==> src/rtl/dma_host_pkg.sv <==
// Shared types and DMA register offsets for the 8237A host programming engine.
package dma_host_pkg;

    typedef enum logic [1:0] {
        OpWrite8  = 2'd0,
        OpRead8   = 2'd1,
        OpWrite16 = 2'd2,
        OpRead16  = 2'd3
    } op_e;

    // Request-level states; the bus engine's states cover SETUP/STROBE/HOLD.
    typedef enum logic [1:0] {CtlIdle, CtlWaitBus, CtlBus, CtlResp} ctl_state_e;
    typedef enum logic [1:0] {BusIdle, BusSetup, BusStrobe, BusHold} bus_state_e;
    typedef enum logic [1:0] {PhClr, PhLo, PhHi} phase_e;

    localparam logic [3:0] AddrCmdStat    = 4'h8;
    localparam logic [3:0] AddrRequest    = 4'h9;
    localparam logic [3:0] AddrSingleMask = 4'hA;
    localparam logic [3:0] AddrMode       = 4'hB;
    localparam logic [3:0] AddrClrFf      = 4'hC;
    localparam logic [3:0] AddrMasterClr  = 4'hD;
    localparam logic [3:0] AddrClrMask    = 4'hE;
    localparam logic [3:0] AddrAllMask    = 4'hF;

    function automatic logic [3:0] ch_addr_reg(input logic [1:0] ch);
        return {1'b0, ch, 1'b0};
    endfunction

    function automatic logic [3:0] ch_count_reg(input logic [1:0] ch);
        return {1'b0, ch, 1'b1};
    endfunction

    function automatic logic op_is_write(input op_e op);
        return ~op[0];
    endfunction

    function automatic logic op_is_wide(input op_e op);
        return op[1];
    endfunction

endpackage

==> src/rtl/dma_bus_cycle.sv <==
// One CPU-interface bus cycle (SETUP, STROBE, HOLD) on the DMA slave port.
module dma_bus_cycle
    import dma_host_pkg::*;
#(
    parameter int unsigned SetupCyc  = 1,
    parameter int unsigned StrobeCyc = 2,
    parameter int unsigned HoldCyc   = 1
) (
    input  logic       clk_i,
    input  logic       rst_ni,
    input  logic       start_i,
    input  logic       is_write_i,
    input  logic [3:0] addr_i,
    input  logic [7:0] wdata_i,
    output logic       done_o,
    output logic [7:0] rdata_o,
    output logic       cs_n_o,
    output logic       ior_n_o,
    output logic       iow_n_o,
    output logic [3:0] a_o,
    output logic [7:0] db_out_o,
    output logic       db_oe_o,
    input  logic [7:0] db_in_i
);

    localparam logic [3:0] SetupLd  = 4'(SetupCyc - 1);
    localparam logic [3:0] StrobeLd = 4'(StrobeCyc - 1);
    localparam logic [3:0] HoldLd   = 4'(HoldCyc - 1);

    bus_state_e st_q, st_d;
    logic [3:0] cnt_q, cnt_d;
    logic       wr_q, wr_d;
    logic [3:0] addr_q, addr_d;
    logic [7:0] wdata_q, wdata_d;
    logic [7:0] rdata_q, rdata_d;
    logic       active;

    always_comb begin
        st_d    = st_q;
        cnt_d   = cnt_q;
        wr_d    = wr_q;
        addr_d  = addr_q;
        wdata_d = wdata_q;
        rdata_d = rdata_q;
        done_o  = 1'b0;
        unique case (st_q)
            BusIdle: ;
            BusSetup: begin
                if (cnt_q == 4'd0) begin
                    st_d  = BusStrobe;
                    cnt_d = StrobeLd;
                end else begin
                    cnt_d = cnt_q - 4'd1;
                end
            end
            BusStrobe: begin
                if (cnt_q == 4'd0) begin
                    st_d  = BusHold;
                    cnt_d = HoldLd;
                    if (!wr_q) rdata_d = db_in_i;
                end else begin
                    cnt_d = cnt_q - 4'd1;
                end
            end
            BusHold: begin
                if (cnt_q == 4'd0) begin
                    done_o = 1'b1;
                    st_d   = BusIdle;
                end else begin
                    cnt_d = cnt_q - 4'd1;
                end
            end
            default: st_d = BusIdle;
        endcase
        // A start may overlap the final HOLD cycle of the previous bus cycle.
        if (start_i) begin
            st_d    = BusSetup;
            cnt_d   = SetupLd;
            wr_d    = is_write_i;
            addr_d  = addr_i;
            wdata_d = wdata_i;
        end
    end

    always_ff @(posedge clk_i or negedge rst_ni) begin
        if (!rst_ni) begin
            st_q    <= BusIdle;
            cnt_q   <= 4'd0;
            wr_q    <= 1'b0;
            addr_q  <= 4'd0;
            wdata_q <= 8'd0;
            rdata_q <= 8'd0;
        end else begin
            st_q    <= st_d;
            cnt_q   <= cnt_d;
            wr_q    <= wr_d;
            addr_q  <= addr_d;
            wdata_q <= wdata_d;
            rdata_q <= rdata_d;
        end
    end

    assign active   = (st_q != BusIdle);
    assign cs_n_o   = ~active;
    assign ior_n_o  = ~((st_q == BusStrobe) && !wr_q);
    assign iow_n_o  = ~((st_q == BusStrobe) && wr_q);
    assign a_o      = active ? addr_q : 4'd0;
    assign db_oe_o  = active && wr_q;
    assign db_out_o = db_oe_o ? wdata_q : 8'd0;
    assign rdata_o  = rdata_q;

endmodule

==> src/rtl/dma_host_prog.sv <==
// Host programming engine for an 8237A DMA: request latching, byte-pair phasing, HLDA gating.
// DMA_HOST_AUTO_CLR_FF_EN: prefix every 16-bit op with a clear-byte-pointer write.
module dma_host_prog
    import dma_host_pkg::*;
#(
    parameter int unsigned SETUP_CYC  = 1,
    parameter int unsigned STROBE_CYC = 2,
    parameter int unsigned HOLD_CYC   = 1
) (
    input  logic        CLK,
    input  logic        RESET_N,
    input  logic        req_valid,
    output logic        req_ready,
    input  logic [1:0]  req_op,
    input  logic [3:0]  req_addr,
    input  logic [15:0] req_wdata,
    output logic        rsp_valid,
    output logic [15:0] rsp_rdata,
    input  logic        HLDA,
    output logic        CS_N,
    output logic        IOR_N,
    output logic        IOW_N,
    output logic [3:0]  A,
    output logic [7:0]  DB_OUT,
    output logic        DB_OE,
    input  logic [7:0]  DB_IN
);

    ctl_state_e  ctl_q, ctl_d;
    op_e         op_q, op_d;
    phase_e      phase_q, phase_d;
    logic [3:0]  addr_q, addr_d;
    logic [15:0] wdata_q, wdata_d;
    logic [7:0]  lo_q, lo_d;
    logic [15:0] rsp_q, rsp_d;

    op_e         iss_op;
    phase_e      iss_phase;
    logic [3:0]  iss_addr_base;
    logic [15:0] iss_wdata;
    logic        bus_start, bus_wr, bus_done;
    logic [3:0]  bus_addr;
    logic [7:0]  bus_wbyte, bus_rdata;

    function automatic phase_e first_phase(input op_e op);
`ifdef DMA_HOST_AUTO_CLR_FF_EN
        return op_is_wide(op) ? PhClr : PhLo;
`else
        return PhLo;
`endif
    endfunction

    always_comb begin
        ctl_d         = ctl_q;
        op_d          = op_q;
        phase_d       = phase_q;
        addr_d        = addr_q;
        wdata_d       = wdata_q;
        lo_d          = lo_q;
        rsp_d         = rsp_q;
        bus_start     = 1'b0;
        iss_op        = op_q;
        iss_phase     = phase_q;
        iss_addr_base = addr_q;
        iss_wdata     = wdata_q;
        unique case (ctl_q)
            CtlIdle: begin
                if (req_valid) begin
                    iss_op        = op_e'(req_op);
                    iss_addr_base = req_addr;
                    iss_wdata     = req_wdata;
                    iss_phase     = first_phase(op_e'(req_op));
                    op_d          = op_e'(req_op);
                    addr_d        = req_addr;
                    wdata_d       = req_wdata;
                    phase_d       = iss_phase;
                    bus_start     = !HLDA;
                    ctl_d         = HLDA ? CtlWaitBus : CtlBus;
                end
            end
            CtlWaitBus: begin
                if (!HLDA) begin
                    bus_start = 1'b1;
                    ctl_d     = CtlBus;
                end
            end
            CtlBus: begin
                if (bus_done) begin
                    if (phase_q == PhLo) lo_d = bus_rdata;
                    if (op_is_wide(op_q) && phase_q != PhHi) begin
                        iss_phase = (phase_q == PhClr) ? PhLo : PhHi;
                        phase_d   = iss_phase;
                        bus_start = !HLDA;
                        ctl_d     = HLDA ? CtlWaitBus : CtlBus;
                    end else begin
                        ctl_d = CtlResp;
                        unique case (op_q)
                            OpRead8:  rsp_d = {8'h00, bus_rdata};
                            OpRead16: rsp_d = {bus_rdata, lo_q};
                            default:  rsp_d = 16'h0000;
                        endcase
                    end
                end
            end
            CtlResp: ctl_d = CtlIdle;
            default: ctl_d = CtlIdle;
        endcase
    end

    // The clear-byte-pointer cycle is always a write of 8'h00, whatever the op.
    assign bus_wr    = (iss_phase == PhClr) || op_is_write(iss_op);
    assign bus_addr  = (iss_phase == PhClr) ? AddrClrFf : iss_addr_base;
    assign bus_wbyte = (iss_phase == PhClr) ? 8'h00 :
                       (iss_phase == PhHi)  ? iss_wdata[15:8] : iss_wdata[7:0];

    always_ff @(posedge CLK or negedge RESET_N) begin
        if (!RESET_N) begin
            ctl_q   <= CtlIdle;
            op_q    <= OpWrite8;
            phase_q <= PhLo;
            addr_q  <= 4'd0;
            wdata_q <= 16'd0;
            lo_q    <= 8'd0;
            rsp_q   <= 16'd0;
        end else begin
            ctl_q   <= ctl_d;
            op_q    <= op_d;
            phase_q <= phase_d;
            addr_q  <= addr_d;
            wdata_q <= wdata_d;
            lo_q    <= lo_d;
            rsp_q   <= rsp_d;
        end
    end

    assign req_ready = (ctl_q == CtlIdle);
    assign rsp_valid = (ctl_q == CtlResp);
    assign rsp_rdata = rsp_q;

    dma_bus_cycle #(
        .SetupCyc  (SETUP_CYC),
        .StrobeCyc (STROBE_CYC),
        .HoldCyc   (HOLD_CYC)
    ) u_bus (
        .clk_i      (CLK),
        .rst_ni     (RESET_N),
        .start_i    (bus_start),
        .is_write_i (bus_wr),
        .addr_i     (bus_addr),
        .wdata_i    (bus_wbyte),
        .done_o     (bus_done),
        .rdata_o    (bus_rdata),
        .cs_n_o     (CS_N),
        .ior_n_o    (IOR_N),
        .iow_n_o    (IOW_N),
        .a_o        (A),
        .db_out_o   (DB_OUT),
        .db_oe_o    (DB_OE),
        .db_in_i    (DB_IN)
    );

endmodule

==> config.mk <==
export PLATFORM = sky130hd
export DESIGN_NAME = dma_host_prog
export DESIGN_NICKNAME = d
export VERILOG_FILES = /design/src/rtl/dma_host_pkg.sv /design/src/rtl/dma_bus_cycle.sv /design/src/rtl/dma_host_prog.sv
export SDC_FILE = /design/constraint.sdc
export NUM_CORES = 1
export LEC_CHECK = 0
export ABC_AREA = 1
export CAP_MARGIN = 20
export CORE_ASPECT_RATIO = 2
export CORE_MARGIN = 4
export CORE_UTILIZATION = 47
export DETAILED_ROUTE_END_ITERATION = 10
export PLACE_DENSITY = 0.72
export SLEW_MARGIN = 20
export SYNTH_ARGS = -nofsm -noshare
export SYNTH_HDL_FRONTEND = slang
export SYNTH_SLANG_ARGS = --single-unit
export TNS_END_PERCENT = 50
==> constraint.sdc <==
create_clock -name CLK -period 1.5 [get_ports CLK]
set_input_delay 0.3 -clock CLK [delete_from_list [all_inputs] [get_ports CLK]]
set_output_delay 0.3 -clock CLK [all_outputs]
set_load 0.005 [all_outputs]
==> results.txt, run 1 <==
The die covers ~0.0092 mm^2. The mean number of vias per cell is approximately 5.4. The checks that failed: negative setup slack. After the first detailed-routing iteration, the DRC count stood at 415. The library cell used as clock root buffer is sky130_fd_sc_hd__clkbuf_16. The cell area after synthesis is 0.00358 mm^2. The endpoint type of the worst setup path is a flip-flop. The maximum ir drop on the vdd rail came out at 0.00141 V. Routability-driven placement finished with a final weighted congestion of 0.883. The share of flip-flops with an asynchronous set or reset after synthesis came out at 100%.

The biggest area contributor in the post-synthesis netlist is sky130_fd_sc_hd__dfrtp_1. The largest net degree at the start of global routing is 37. The post-route minimum period is 1.78 ns.

The portion of total power attributed to combinational logic came out at around 54%. Timing analysis after detailed placement gives a worst setup slack of -0.355 ns. The half-perimeter wire length after detailed placement is between 6000 and 7000 um.

The most frequently used flop master after synthesis is sky130_fd_sc_hd__dfrtp_1. After floorplanning, the core was sized to cover around 0.0073 mm^2. The biggest fanout along the worst timing path is 6. The maximum level of the CTS H-tree came out at 3. The combined area of the multi-input logic cells came out at 0.00173 mm^2. The first-pass GRT wire length came out at about 17,000 um. The ratio of cells with drive above 1 in the final layout is 39.4%. The area taken by flip-flops and latches is approximately 0.0019 mm^2.

The final standard cell utilization of the core came out at 80.6%. The critical path in this run is classified as flip-flop to flip-flop. In the synthesized netlist, the number of instances is 420. The critical path buffer and inverter count is 4.

The post-detailed-route count of antenna-violating nets is 0. Overall power consumption after layout is estimated at 0.0119 W. Yosys mapped the design onto 30 distinct sky130hd cell types. Once routing completed, OpenROAD measured the worst setup slack at -0.283 ns. The analysis attributes to net switching a power of 0.00476 W. The number of warning messages in the yosys log is 0. The number of nets in the synthesized netlist is 456. The max-slew violation total from the final report was 0. The worst hold slack across all endpoints came out at 0.411 ns. The highest achievable clock rate came out at 0.561 GHz. The die boundary width came out at approximately 70 um. The cell internal power dissipation is 0.00712 W. The all-layer global routing usage is 23.8%. The detailed-routing iteration count for the pre-antenna-repair pass is 5. Clock tree synthesis found a total of 77 sinks. The layout-stage area growth over the synthesis result came out at 65.0%. The detailed-route via count is between 3,000 and 4,000. The initial cell density of the core is between 40% and 50%. The initial antenna violation count is 0. The CTS buffer count came out at 9.

The clock transition at the register clock pins on the worst setup and hold paths after CTS is 0.06 ns. The switching fraction of total power is ~40%. Fill cells in the final layout number 452. Counting instances in the post-synthesis netlist gives the leading cell types as sky130_fd_sc_hd__nand2_1, sky130_fd_sc_hd__inv_1, sky130_fd_sc_hd__dfrtp_1. The sequential fraction of design power is 29.1%. Averaged over all synthesized cells, the footprint is 8.52 um^2. After synthesis, the cell types taking the most area are sky130_fd_sc_hd__dfrtp_1, sky130_fd_sc_hd__nand2_1, sky130_fd_sc_hd__inv_1. Synthesis inferred 77 register bits. The via count of the first global-routing pass was 3,636. The max-cap violation count is 0. The total wire length came out at 12,200 um. After layout, the worst path uses 119% of the clock period. In this run the biggest area consumer among cell types represents 53.1% of the synthesized area. The wire length per cell is 18.1 um. The arrival time reported for the critical path endpoint came out at 2.00 ns. The critical path goes through buf_6, buf_4, nand2_4, nor2_4, buf_6, nand3_4, nand4_1, nand2_8, clkinv_4, nand3_1, nand2_1. The number of buffers between clock root and the deepest sink is 2. In this run the static leakage power is 3.12 nW. The number of hold-slack violations in the final timing report is 0. The clock latency at the later pin of the worst-skew pair came out at 0.34 ns. The share of total power dissipated in the clock network is between 10% and 20%. The largest incremental delay on the critical path is 0.40 ns. The most common cell in the synthesized netlist is sky130_fd_sc_hd__nand2_1. The sequential-to-total area share from yosys stat is between 50% and 60%.

The floorplan step set the die height to approximately 130 um. The number of flops mapped to enable cells by yosys came out at 0. The worst setup path is launched from a flip-flop.

In this run the core area contains 44 standard-cell rows. The number of nets in the final layout came out at 610. The TritonCTS clock tree is yes.

Input and output buffers added on the ports amount to 67. The run finished, with violations left. The worst-margin pin slew came out at around 0.35 ns.

The normalized max-slew margin is 76.2%. The type of the worst min-delay path is input port to async pin. The kind of cell with the highest combined delay along the critical path is simple AND/OR/NAND/NOR gates. The number of diodes added for antenna fixing came out at 0.

After detailed routing, the number of remaining DRC violations is 0. Setup repair after global routing could not meet its margin everywhere. For this design, the slowest cell found on the critical path is sky130_fd_sc_hd__dfrtp_1. The I/O pin total came out at 68. Summed over all layers, the global routing overflow is 0. The power density normalized to cell area is 2010 mW/mm^2. The required time of the worst setup path came out at 1.72 ns. Among the stages of the critical path, the cell type that occurs most often is sky130_fd_sc_hd__buf_6. The setup-violating endpoint count in the final report is 67. Across the routed clock network, the largest skew measured is 0.00998 ns.
[layer usage]
layer	global-route usage (%)	up-vias	routed length, um
met5	0	-	0
met1	23.1	1743	3830
li1	-	1630	-
met2	44.6	167	7160
met4	14.0	0	636
met3	5.28	54	546
[final timing paths]
kind	start	to	slack, ns	cells after the start
worst min register to register	lo_q[7]	lo_q[7]	0.49	2
worst max register to register	u_bus.st_q[0]	u_bus.wdata_q[3]	-0.28	11
worst min-delay path	RESET_N	u_bus.wdata_q[7]	0.41	2
min in group CLK	lo_q[7]	lo_q[7]	0.49	2
worst max-delay path	u_bus.st_q[0]	u_bus.wdata_q[3]	-0.28	11
max in group asynchronous	RESET_N	phase_q[0]	0.51	3
[layout make-up]
cell class / count / area share [%]
Multi-Input combinational cell: 250 / 29.4
Sequential cell: 77 / 32.7
Clock buffer: 15 / 4.54
Timing Repair Buffer: 153 / 25.6
Clock inverter: 1 / 0.0848
Inverter: 82 / 5.53
Tap cell: 92 / 1.95
Timing Repair inverter: 1 / 0.191
[cells by family (layout without fill, tap and decap cells)]
family	Yosys count	count (layout)	synth area share [%]
AOI/OAI and AO/OA	77	77	12.0
adders and majority gates	2	2	0.699
DFF	77	77	53.9
xor gates and xnor gates	1	1	0.245
muxes	9	9	3.25
buffers and inverters	93	252	10.5
and+or+nand+nor	161	161	19.5
[flip-flops by register name, summed over array words and instances (netlist names)]
register,count
u_bus.wr_q,1
rsp_rdata,16
op_q,2
u_bus.st_q,2
lo_q,8
phase_q,2
addr_q,4
u_bus.cnt_q,4
ctl_q,2
u_bus.addr_q,4
wdata_q,16
u_bus.rdata_o,8
u_bus.wdata_q,8
[power groups by stage]
stage	clock network [W]	logic (W)	registers [W]
after detailed placement	0	0.00465	0.00340
after floorplan	0	0.00235	0.00333
after CTS	0.00203	0.00524	0.00338
after global routing	0.00215	0.00687	0.00354
final	0.00204	0.00638	0.00346
after global placement	0	0.00451	0.00336
[layout by cell type, fill, tap and decap left out, types with 16 or more instances in the layout]
cell type and instances:
sky130_fd_sc_hd__buf_4 51, sky130_fd_sc_hd__buf_6 26, sky130_fd_sc_hd__clkdlybuf4s50_1 32, sky130_fd_sc_hd__dfrtp_1 74, sky130_fd_sc_hd__inv_1 71, sky130_fd_sc_hd__nand2_1 71, sky130_fd_sc_hd__nand3_1 17, sky130_fd_sc_hd__nor2_4 19
sky130_fd_sc_hd__o21ai_0 16, sky130_fd_sc_hd__o21ai_1 20
[timing repair]
item | in CTS | in global routing
endpoints found under the setup margin | 59 | 95
pin swaps | 8 | 13
cloned | 3 | 2
resized for setup | 149 | 122
buffers inserted | 19 | 6
hold buffers | 1 | 0
hold endpoints to repair | 21 | 0
[stage by stage]
step / area, um^2 / TNS (ns) / cells
floorplan: 3600 / -0.302 / 420
global placement: 4830 / -9.96 / 629
detailed placement: 4830 / -11.05 / 629
CTS: 5480 / -7.83 / 665
global route: 5900 / -14.68 / 671
finish: 5900 / -10.58 / 671
Note: power is estimated with default switching activity, not from simulation.
==> run 2: changes to the inputs <==
- CORE_MARGIN: 4 -> default
- MAX_ROUTING_LAYER: default -> met4
==> results.txt, run 2 (same netlist as run 1, synthesis figures left out) <==
The flow ran to the end, but the final reports show violations. The final reports fail on negative setup slack. TritonCTS built the clock tree.

The clock latency at the later pin of the worst-skew pair came out at 0.34 ns. The maximum level of the CTS H-tree is 3. Dividing total power by cell area gives a power density of ~2000 mW/mm^2. The smallest setup slack after layout came out at -0.299 ns.

Leaving out fill and tap cells, the most frequent cells in the layout are sky130_fd_sc_hd__dfrtp_1, sky130_fd_sc_hd__nand2_1, sky130_fd_sc_hd__inv_1, sky130_fd_sc_hd__buf_4, sky130_fd_sc_hd__clkdlybuf4s50_1. The maximum ir drop on the vdd rail is 0.00167 V. The max-slew violation total from the final report came out at 0. The violation count after the first detailed-route iteration came out at 277. The final layout contains between 600 and 700 nets. CTS saw 77 sinks. The kind of launch point of the worst setup path is a flip-flop. The cell sitting at the root of the clock tree is a sky130_fd_sc_hd__clkbuf_16. The library cell used most frequently in the layout, excluding fill and tap cells, is sky130_fd_sc_hd__dfrtp_1. The max-cap violation count came out at 0. After global routing the overflow that remains totals 0. The pre-CTS setup slack came out at -0.325 ns.

The setup-violating endpoint count in the final report is between 50 and 60. The post-detailed-route count of antenna-violating nets is 0. The DRC violation count after routing came out at 0. Derived from the worst setup path, the maximum achievable clock frequency is 0.556 GHz. The clock tree skew after final layout came out at 0.00613 ns. The required time of the worst setup path came out at 1.73 ns.

The worst setup path is of the flip-flop to flip-flop kind. The number of buffers between clock root and the deepest sink is 2. The detailed-route via count came out at 3,581. The clock transition at the register clock pins on the worst setup and hold paths after CTS came out at 0.06 ns.

The placeable core region is 0.00732 mm^2. The initial antenna violation count is 0. The worst-margin pin slew is 0.346 ns. The first-pass GRT wire length is 16,500 um. The via count of the first global-routing pass is 3,588. The floorplan step set the die height to 125 um. The global placement routability congestion is 0.824. In this run the count of I/O pins placed on the die edge is 68. The detailed-routing iteration count for the pre-antenna-repair pass came out at 4. The half-perimeter wire length after detailed placement came out at 6400 um.

The all-layer global routing usage came out at 27.9%. The type of the worst min-delay path is input port to async pin. The final critical-path share of the clock period is 120%. After detailed routing, the total wire length is 11,200 um. The post-route minimum period came out at around 1.8 ns. The post-route netlist has 40.7% of its cells at a drive strength greater than 1. The mean number of vias per cell came out at about 5.4. The initial cell density of the core is around half. The area enclosed by the die boundary is 0.00799 mm^2.

The biggest fanout along the worst timing path came out at 5. The die boundary width came out at 63.7 um. The sum of internal, switching and leakage power is 0.0118 W. The total of buffers placed on input and output ports came out at 67. The floorplan has 44 rows.

The arrival time reported for the critical path endpoint came out at 2.03 ns. The largest net degree at the start of global routing came out at 38. Dividing the detail-routed wire length by the instance count gives 16.7 um. From synthesis to final layout, the design area changed by 62.8%. Setup repair after global routing could not meet its margin everywhere. The number of antenna diodes in the final layout is 0. The normalized max-slew margin came out at 76.7%. The endpoint type of the worst setup path is a flip-flop. The CTS buffer count is 9.

The number of hold-slack violations in the final timing report is 0. The leakage dissipation is 3.10 nW.
-- run 2: cell count changes in the layout (fill, tap and decap cells not counted), sizes merged --
cell | before | now
dlymetal6s2s | 10 | 11
clkbuf | 16 | 12
clkdlybuf4s15 | 1 | 0
buf | 101 | 104
dlygate4sd2 | 7 | 2
clkdlybuf4s50 | 32 | 37
clkinv | 2 | 1
-- run 2: repair_timing --
item                       CTS  global route
pin swaps                   36            32
gates cloned                 2             1
resized for setup          158            88
setup buffers               23             8
setup endpoints to repair   56            95
hold endpoints to repair    19             0
hold buffers                 1             0
-- run 2: worst paths after layout --
| path | from | endpoint | slack [ns] | cells after the start |
|---|---|---|---|---|
| min in group CLK | rsp_rdata[12] | rsp_rdata[12] | 0.49 | 2 |
| min | RESET_N | rsp_rdata[10] | 0.41 | 2 |
| min reg2reg | rsp_rdata[12] | rsp_rdata[12] | 0.49 | 2 |
| max reg2reg | u_bus.st_q[0] | u_bus.wdata_q[2] | -0.30 | 10 |
| max | u_bus.st_q[0] | u_bus.wdata_q[2] | -0.30 | 10 |
| max in group asynchronous | RESET_N | phase_q[0] | 0.53 | 3 |
-- run 2: final cells by class --
type / count / area [um^2]
Sequential cell: 77 / 1930
Multi-Input combinational cell: 250 / 1690
Timing Repair Buffer: 156 / 1510
Fill cell: 464 / 1500
Inverter: 82 / 333
Clock buffer: 11 / 243
Tap cell: 92 / 115
Timing Repair inverter: 1 / 7.51
-- run 2: per-stage QoR --
step / cell area (um^2) / instances / hold slack [ns] / utilization (%) / setup TNS, ns
after global routing: 5820 / 669 / 0.436 / 79.5 / -14.55
after global placement: 4850 / 628 / 0.211 / 66.2 / -9.62
after detailed placement: 4850 / 628 / 0.212 / 66.2 / -11.24
final: 5820 / 669 / 0.406 / 79.5 / -10.82
after CTS: 5500 / 663 / 0.404 / 75.1 / -5.35
after floorplan: 3600 / 420 / 0.00441 / - / -0.302
-- run 2: metal layers --
metal | routed length [um] | GRT usage (%) | up-vias
li1 | - | - | 1624
met1 | 3700 | 26.7 | 1760
met2 | 6550 | 50.8 | 144
met3 | 374 | 3.65 | 53
met4 | 547 | 17.6 | 0
met5 | 0 | - | -
-- run 2: power breakdown --
| group | total (W) | internal [W] | switching [W] |
|---|---|---|---|
| combinational | 0.00651 | 0.00308 | 0.00343 |
| sequential | 0.00343 | 0.00296 | 0.000469 |
| clock | 0.00188 | 0.00112 | 0.000761 |
| total | 0.0118 | 0.00716 | 0.00466 |
-- run 2: worst max-delay path, stage by stage, from the launching register on --
cell,delay [ns]
sky130_fd_sc_hd__dfrtp_1,0.42
sky130_fd_sc_hd__buf_6,0.15
sky130_fd_sc_hd__buf_12,0.10
sky130_fd_sc_hd__nand2_4,0.05
sky130_fd_sc_hd__nor2_4,0.17
sky130_fd_sc_hd__nand4_1,0.21
sky130_fd_sc_hd__nand2_2,0.21
sky130_fd_sc_hd__buf_6,0.18
sky130_fd_sc_hd__nand3_4,0.08
sky130_fd_sc_hd__nand3_2,0.07
sky130_fd_sc_hd__nand2_1,0.05
==> RTL edit 1 (settings of run 2) <==
Re-encode `bus_state_e` (4 states) as one-hot, 4 bits wide.
--- a/src/rtl/dma_host_pkg.sv
+++ b/src/rtl/dma_host_pkg.sv
@@ -10,7 +10,7 @@
 
     // Request-level states; the bus engine's states cover SETUP/STROBE/HOLD.
     typedef enum logic [1:0] {CtlIdle, CtlWaitBus, CtlBus, CtlResp} ctl_state_e;
-    typedef enum logic [1:0] {BusIdle, BusSetup, BusStrobe, BusHold} bus_state_e;
+    typedef enum logic [3:0] {BusIdle = 4'b0001, BusSetup = 4'b0010, BusStrobe = 4'b0100, BusHold = 4'b1000} bus_state_e;
     typedef enum logic [1:0] {PhClr, PhLo, PhHi} phase_e;
 
     localparam logic [3:0] AddrCmdStat    = 4'h8;
Function: same outputs for any inputs over 4 cycles, from zero or initial values and one cycle with RESET_N low; so few cycles prove little.
==> RTL edit 1 against run 2 <==
The run still ends with setup timing left; sequential power fell by 11%; non-clock buffer count fell by 17; power fell by 15%; final cell count rose by 0.15%; global-route usage fell by 1.9 points; first-iteration DRC count fell by 15%; sequential share of layout area rose by 2.3 points; worst setup slack improved by 0.014 ns; die area rose by 1.9%; routed wire length fell by 11%; sequential cell count rose by 2; area after synthesis rose by 2.0%; design area fell by 4.1%; largest cell class unchanged; highest routed layer unchanged.
==> RTL edit 1: results <==
[run_status]
status = "finished, violations left"
violations = "setup timing"

[route]
first_pass_iters = 4
vias = 3392
drt_iter0_drc = 236
wirelength_mm = 9.92
drt-wirelength-per-cell_um = 14.8

[grt]
grt_pass1_wl_mm = 15.5
grt_max_degree = 31
grt_usage_pct = 26.0
antenna_found_initial = 0

[final_layout]
nFillCells = 574
drive_above_1_share_pct = 31.8
fin_nets = 607

[place]
dp.cells = 636
gp_congestion = 0.906
io_buffers = 67
dp_hpwl_mm = 6.60

[timing]
setup_ws_ns = -0.285
finalClockSkew_ns = 0.00391
setup_violations = 64
max_slew.worst_pin.slew_ns = 0.421

[clocking]
cts_buffers = 9
clockBufferDepth = 2
clkSlewWorstSetupHoldPaths_ns = 0.06
clock_latency_ns = 0.34
cts_max_level = 3
clockRootBuffer = "clkbuf_16"

[synth]
synth_nets = 470
yosysSeqAreaShare_pct = 54.3
postSynthAreaPerCell_um2 = 8.41
async_reset_ff_share_pct = 100
synth_commonest_cells = "nand2_1 (88), inv_1 (80), dfrtp_1 (77)"
ys.flop_type = "dfrtp_1"
ys_warn_count = 0
synth_area_leaders = "dfrtp_1 (53%), nand2_1 (9.1%), inv_1 (8.2%), o21ai_0 (6.0%), nand3_1 (4.4%)"
ys_types = 29

[setup_path]
critical_path.top_delay_family = "flip-flops"
critPathMaxFanout = 7
worst_path_max_delay_cell = "dfstp_2"
worstPathArrival_ns = 1.48
critical_path.max_stage_delay_ns = 0.54

[power]
p_sw_mw = 3.69
leakage_nw = 2.99
ir_worst_vdd_mv = 1.27

[worst_hold_path]
hold_class = "input port to async pin"
RTL edit 1: area by class of cell:
| type | count | area share (%) |
|---|---|---|
| multi-input cells | 258 | 27.6 |
| well taps | 94 | 2.11 |
| clock inverters | 3 | 0.717 |
| flip-flops and latches | 79 | 35.5 |
| repair buffers | 139 | 23.3 |
| inverters | 84 | 5.89 |
| clock buffers | 13 | 4.84 |
RTL edit 1: power groups by stage:
stage | clock network (mW) | logic (mW) | registers (mW)
final | 2.24 | 4.80 | 3.05
after global routing | 2.37 | 5.28 | 3.12
after CTS | 2.27 | 4.40 | 3.04
after detailed placement | 0 | 3.96 | 3.10
after global placement | 0 | 3.85 | 3.08
after floorplan | 0 | 2.14 | 3.03
RTL edit 1: metal layers:
layer / up-vias / global-route usage (%) / routed length, µm
met4: 0 / 14.0 / 483
met5: - / - / 0
li1: 1639 / - / -
met3: 40 / 5.67 / 311
met2: 106 / 47.1 / 5810
met1: 1607 / 24.6 / 3310
RTL edit 1: repair_timing:
item / 4_1_cts / 5_1_grt
pin swaps: 13 / 10
endpoints found under the hold margin: 25 / 0
resized for setup: 118 / 75
setup buffers: 14 / 2
endpoints found under the setup margin: 58 / 95
hold buffers: 1 / 0
gates cloned: 0 / 2
RTL edit 1: kinds of logic (layout without fill, tap and decap cells):
logic type,after synthesis,after routing,synth area share [%]
mux,11,11,3.40
compound gates,72,72,10.7
flops,79,79,54.3
buf+inv,97,239,10.4
simple gates,172,172,20.4
fa+ha+maj,2,2,0.686
xor+xnor,1,1,0.240
RTL edit 1: final timing paths:
| kind | startpoint | endpoint | slack (ns) | cells past startpoint |
|---|---|---|---|---|
| min reg2reg | rsp_rdata[11]$_DFFE_PN0P_ | rsp_rdata[11]$_DFFE_PN0P_ | 0.48 | 2 |
| max | u_bus.st_q[0]$_DFFE_PN1P_ | DB_OUT[1] | -0.28 | 7 |
| min in group CLK | rsp_rdata[11]$_DFFE_PN0P_ | rsp_rdata[11]$_DFFE_PN0P_ | 0.48 | 2 |
| max in group asynchronous | RESET_N | rsp_rdata[2]$_DFFE_PN0P_ | 0.57 | 3 |
| min | RESET_N | wdata_q[5]$_DFF_PN0_ | 0.44 | 2 |
| max reg2reg | u_bus.st_q[1]$_DFFE_PN0P_ | u_bus.wdata_q[7]$_DFFE_PN0N_ | -0.28 | 12 |
RTL edit 1: metrics by stage:
step                      hold WS [ns]  instance area [µm²]  TNS (ns)  setup slack (ns)  util [%]
final                            0.441                 5580    -11.38            -0.285      74.0
after global routing             0.473                 5580    -16.27            -0.378      74.0
after CTS                        0.451                 5340     -9.04            -0.283      70.8
after detailed placement         0.267                 4870    -12.38            -0.338      64.6
after global placement           0.264                 4870    -10.31            -0.272      64.6
after floorplan                0.00441                 3700    -0.967           -0.0794         -
==> RTL edit 2 (config.mk and constraints of run 2) <==
Without the edit above. Build with the macro `DMA_HOST_AUTO_CLR_FF_EN` defined.
--- a/src/rtl/dma_host_prog.sv
+++ b/src/rtl/dma_host_prog.sv
@@ -1,5 +1,7 @@
 // Host programming engine for an 8237A DMA: request latching, byte-pair phasing, HLDA gating.
 // DMA_HOST_AUTO_CLR_FF_EN: prefix every 16-bit op with a clear-byte-pointer write.
+`define DMA_HOST_AUTO_CLR_FF_EN
+
 module dma_host_prog
     import dma_host_pkg::*;
 #(
Check against the original RTL: not equivalent (Yosys sat finds a counterexample within 4 cycles, from zero or initial values and one cycle with RESET_N low).
==> RTL edit 2 against run 2 <==
The run still ends with setup timing left; power down 5.6%; routed wire length is 12% lower; worst setup slack better by 0.0031 ns; area after synthesis shrank 2.4%; design area shrank 5.0%; die area fell by 2.4%; critical path depth rose by 1; sequential cell count is the same; critical endpoint is now u_bus.wdata_q[0]$_DFFE_PN0P_; largest cell class unchanged; highest routed layer unchanged.
==> RTL edit 2: results <==
[run_status]
status = "finished, violations left"
violations = "setup timing"

[clocking]
cts_buffers = 9
clock_latency_ns = 0.34
clkSlewWorstSetupHoldPaths_ns = 0.06
cts_max_level = 3
clockBufferDepth = 2
clockRootBuffer = "clkbuf_16"

[synth]
yosysSeqAreaShare_pct = 55.2
ys_warn_count = 0
ys_types = 31
ys.flop_type = "dfrtp_1"
synth_nets = 448
synth_commonest_cells = "nand2_1 (84), dfrtp_1 (76), inv_1 (54)"
postSynthAreaPerCell_um2 = 8.47
synth_area_leaders = "dfrtp_1 (54%), nand2_1 (9.0%), inv_1 (5.8%), nor2_1 (5.3%), o21ai_0 (4.4%)"
async_reset_ff_share_pct = 100

[power]
p_sw_mw = 4.18
leakage_nw = 2.89
pwr-share-comb_pct = 52.2
ir_worst_vdd_mv = 1.22
p_seq_mw = 3.35
internal_power_mw = 6.98

[grt]
grt_pass1_wl_mm = 15.2
grt_usage_pct = 26.9
antenna_found_initial = 0
grt_max_degree = 33
grt_pass1_vias = 3412

[setup_path]
critPathMaxFanout = 8
worstPathArrival_ns = 2.03

[place]
dpl_cell_area_um2 = 4670
io_buffers = 67
dp_hpwl_mm = 6.44
gp_congestion = 0.860
dp.cells = 612

[route]
wirelength_mm = 9.79
first_pass_iters = 4
vias = 3317
drt-wirelength-per-cell_um = 14.9
drt_iter0_drc = 205

[worst_hold_path]
hold_class = "input port to async pin"

[timing]
tns_ns = -7.32
setup_ws_ns = -0.296
max_slew.worst_pin.slew_ns = 0.476
finalClockSkew_ns = 0.00482
setup_violations = 46

[final_layout]
fin_nets = 597
drive_above_1_share_pct = 36.7
antenna_cells = 0
-- RTL edit 2: changes by cell type after synthesis, sizes merged, moves of 8 or more --
cell	change
a31oi	+8
inv	-21
mux2	-9
nand2	-10
nor2	+17
or2	+18
-- RTL edit 2: repair_timing --
action | in CTS | in global routing
resized for setup | 126 | 85
setup endpoints to repair | 56 | 103
buffers inserted | 17 | 11
hold endpoints to repair | 26 | 0
gates cloned | 0 | 1
pin swaps | 24 | 26
hold buffers | 1 | 0
-- RTL edit 2: cell type report --
type                    instances  area, µm²
inverters                      61        251
fillers                       498       1680
flip-flops and latches         77       1930
repair buffers                150       1390
clock inverters                 2       10.0
well taps                      92        115
clock buffers                  12        256
multi-input cells             262       1590
-- RTL edit 2: kinds of logic (layout without fill, tap and decap cells) --
kind of cell | after synthesis | count (layout) | share of synthesized area (%)
buf+inv | 73 | 225 | 8.32
fa+ha+maj | 2 | 2 | 0.717
flops | 77 | 77 | 55.2
simple gates | 190 | 190 | 24.3
xor+xnor | 1 | 1 | 0.251
compound gates | 69 | 69 | 11.2
-- RTL edit 2: path summary, 6_finish.rpt --
check	start	end	slack (ns)	cells past startpoint
max	u_bus.cnt_q[1]$_DFFE_PN0P_	u_bus.wdata_q[0]$_DFFE_PN0P_	-0.30	11
min	RESET_N	rsp_rdata[9]$_DFFE_PN0P_	0.44	2
max reg2reg	u_bus.cnt_q[1]$_DFFE_PN0P_	u_bus.wdata_q[0]$_DFFE_PN0P_	-0.30	11
min reg2reg	u_bus.wdata_q[4]$_DFFE_PN0P_	u_bus.wdata_q[4]$_DFFE_PN0P_	0.49	2
max in group asynchronous	RESET_N	wdata_q[14]$_DFF_PN0_	0.46	3
min in group CLK	u_bus.wdata_q[4]$_DFFE_PN0P_	u_bus.wdata_q[4]$_DFFE_PN0P_	0.49	2
-- RTL edit 2: through the flow --
step | util, % | worst slack (ns)
2_1_floorplan | - | -0.121
6_report | 76.7 | -0.296
3_3_place_gp | 64.8 | -0.409
4_1_cts | 72.2 | -0.223
3_5_place_dp | 64.8 | -0.460
5_1_grt | 76.7 | -0.442
-- RTL edit 2: worst max-delay path, cell delays in order (launching register included) --
cell     delay, ns
dfrtp_1       0.40
inv_2         0.09
ha_4          0.13
nand2_4       0.05
nor2_4        0.18
nand4_1       0.14
nand2_2       0.15
inv_2         0.06
nor2_4        0.22
nand2_1       0.10
nand3_1       0.09
nand2_1       0.06
-- RTL edit 2: layer usage --
layer / GRT usage (%) / vias to the layer above / share of wire [%]
li1: - / 1601 / -
met1: 24.7 / 1607 / 35
met2: 49.2 / 80 / 57
met3: 5.40 / 29 / 3.1
met4: 18.0 / 0 / 4.8
met5: - / - / 0
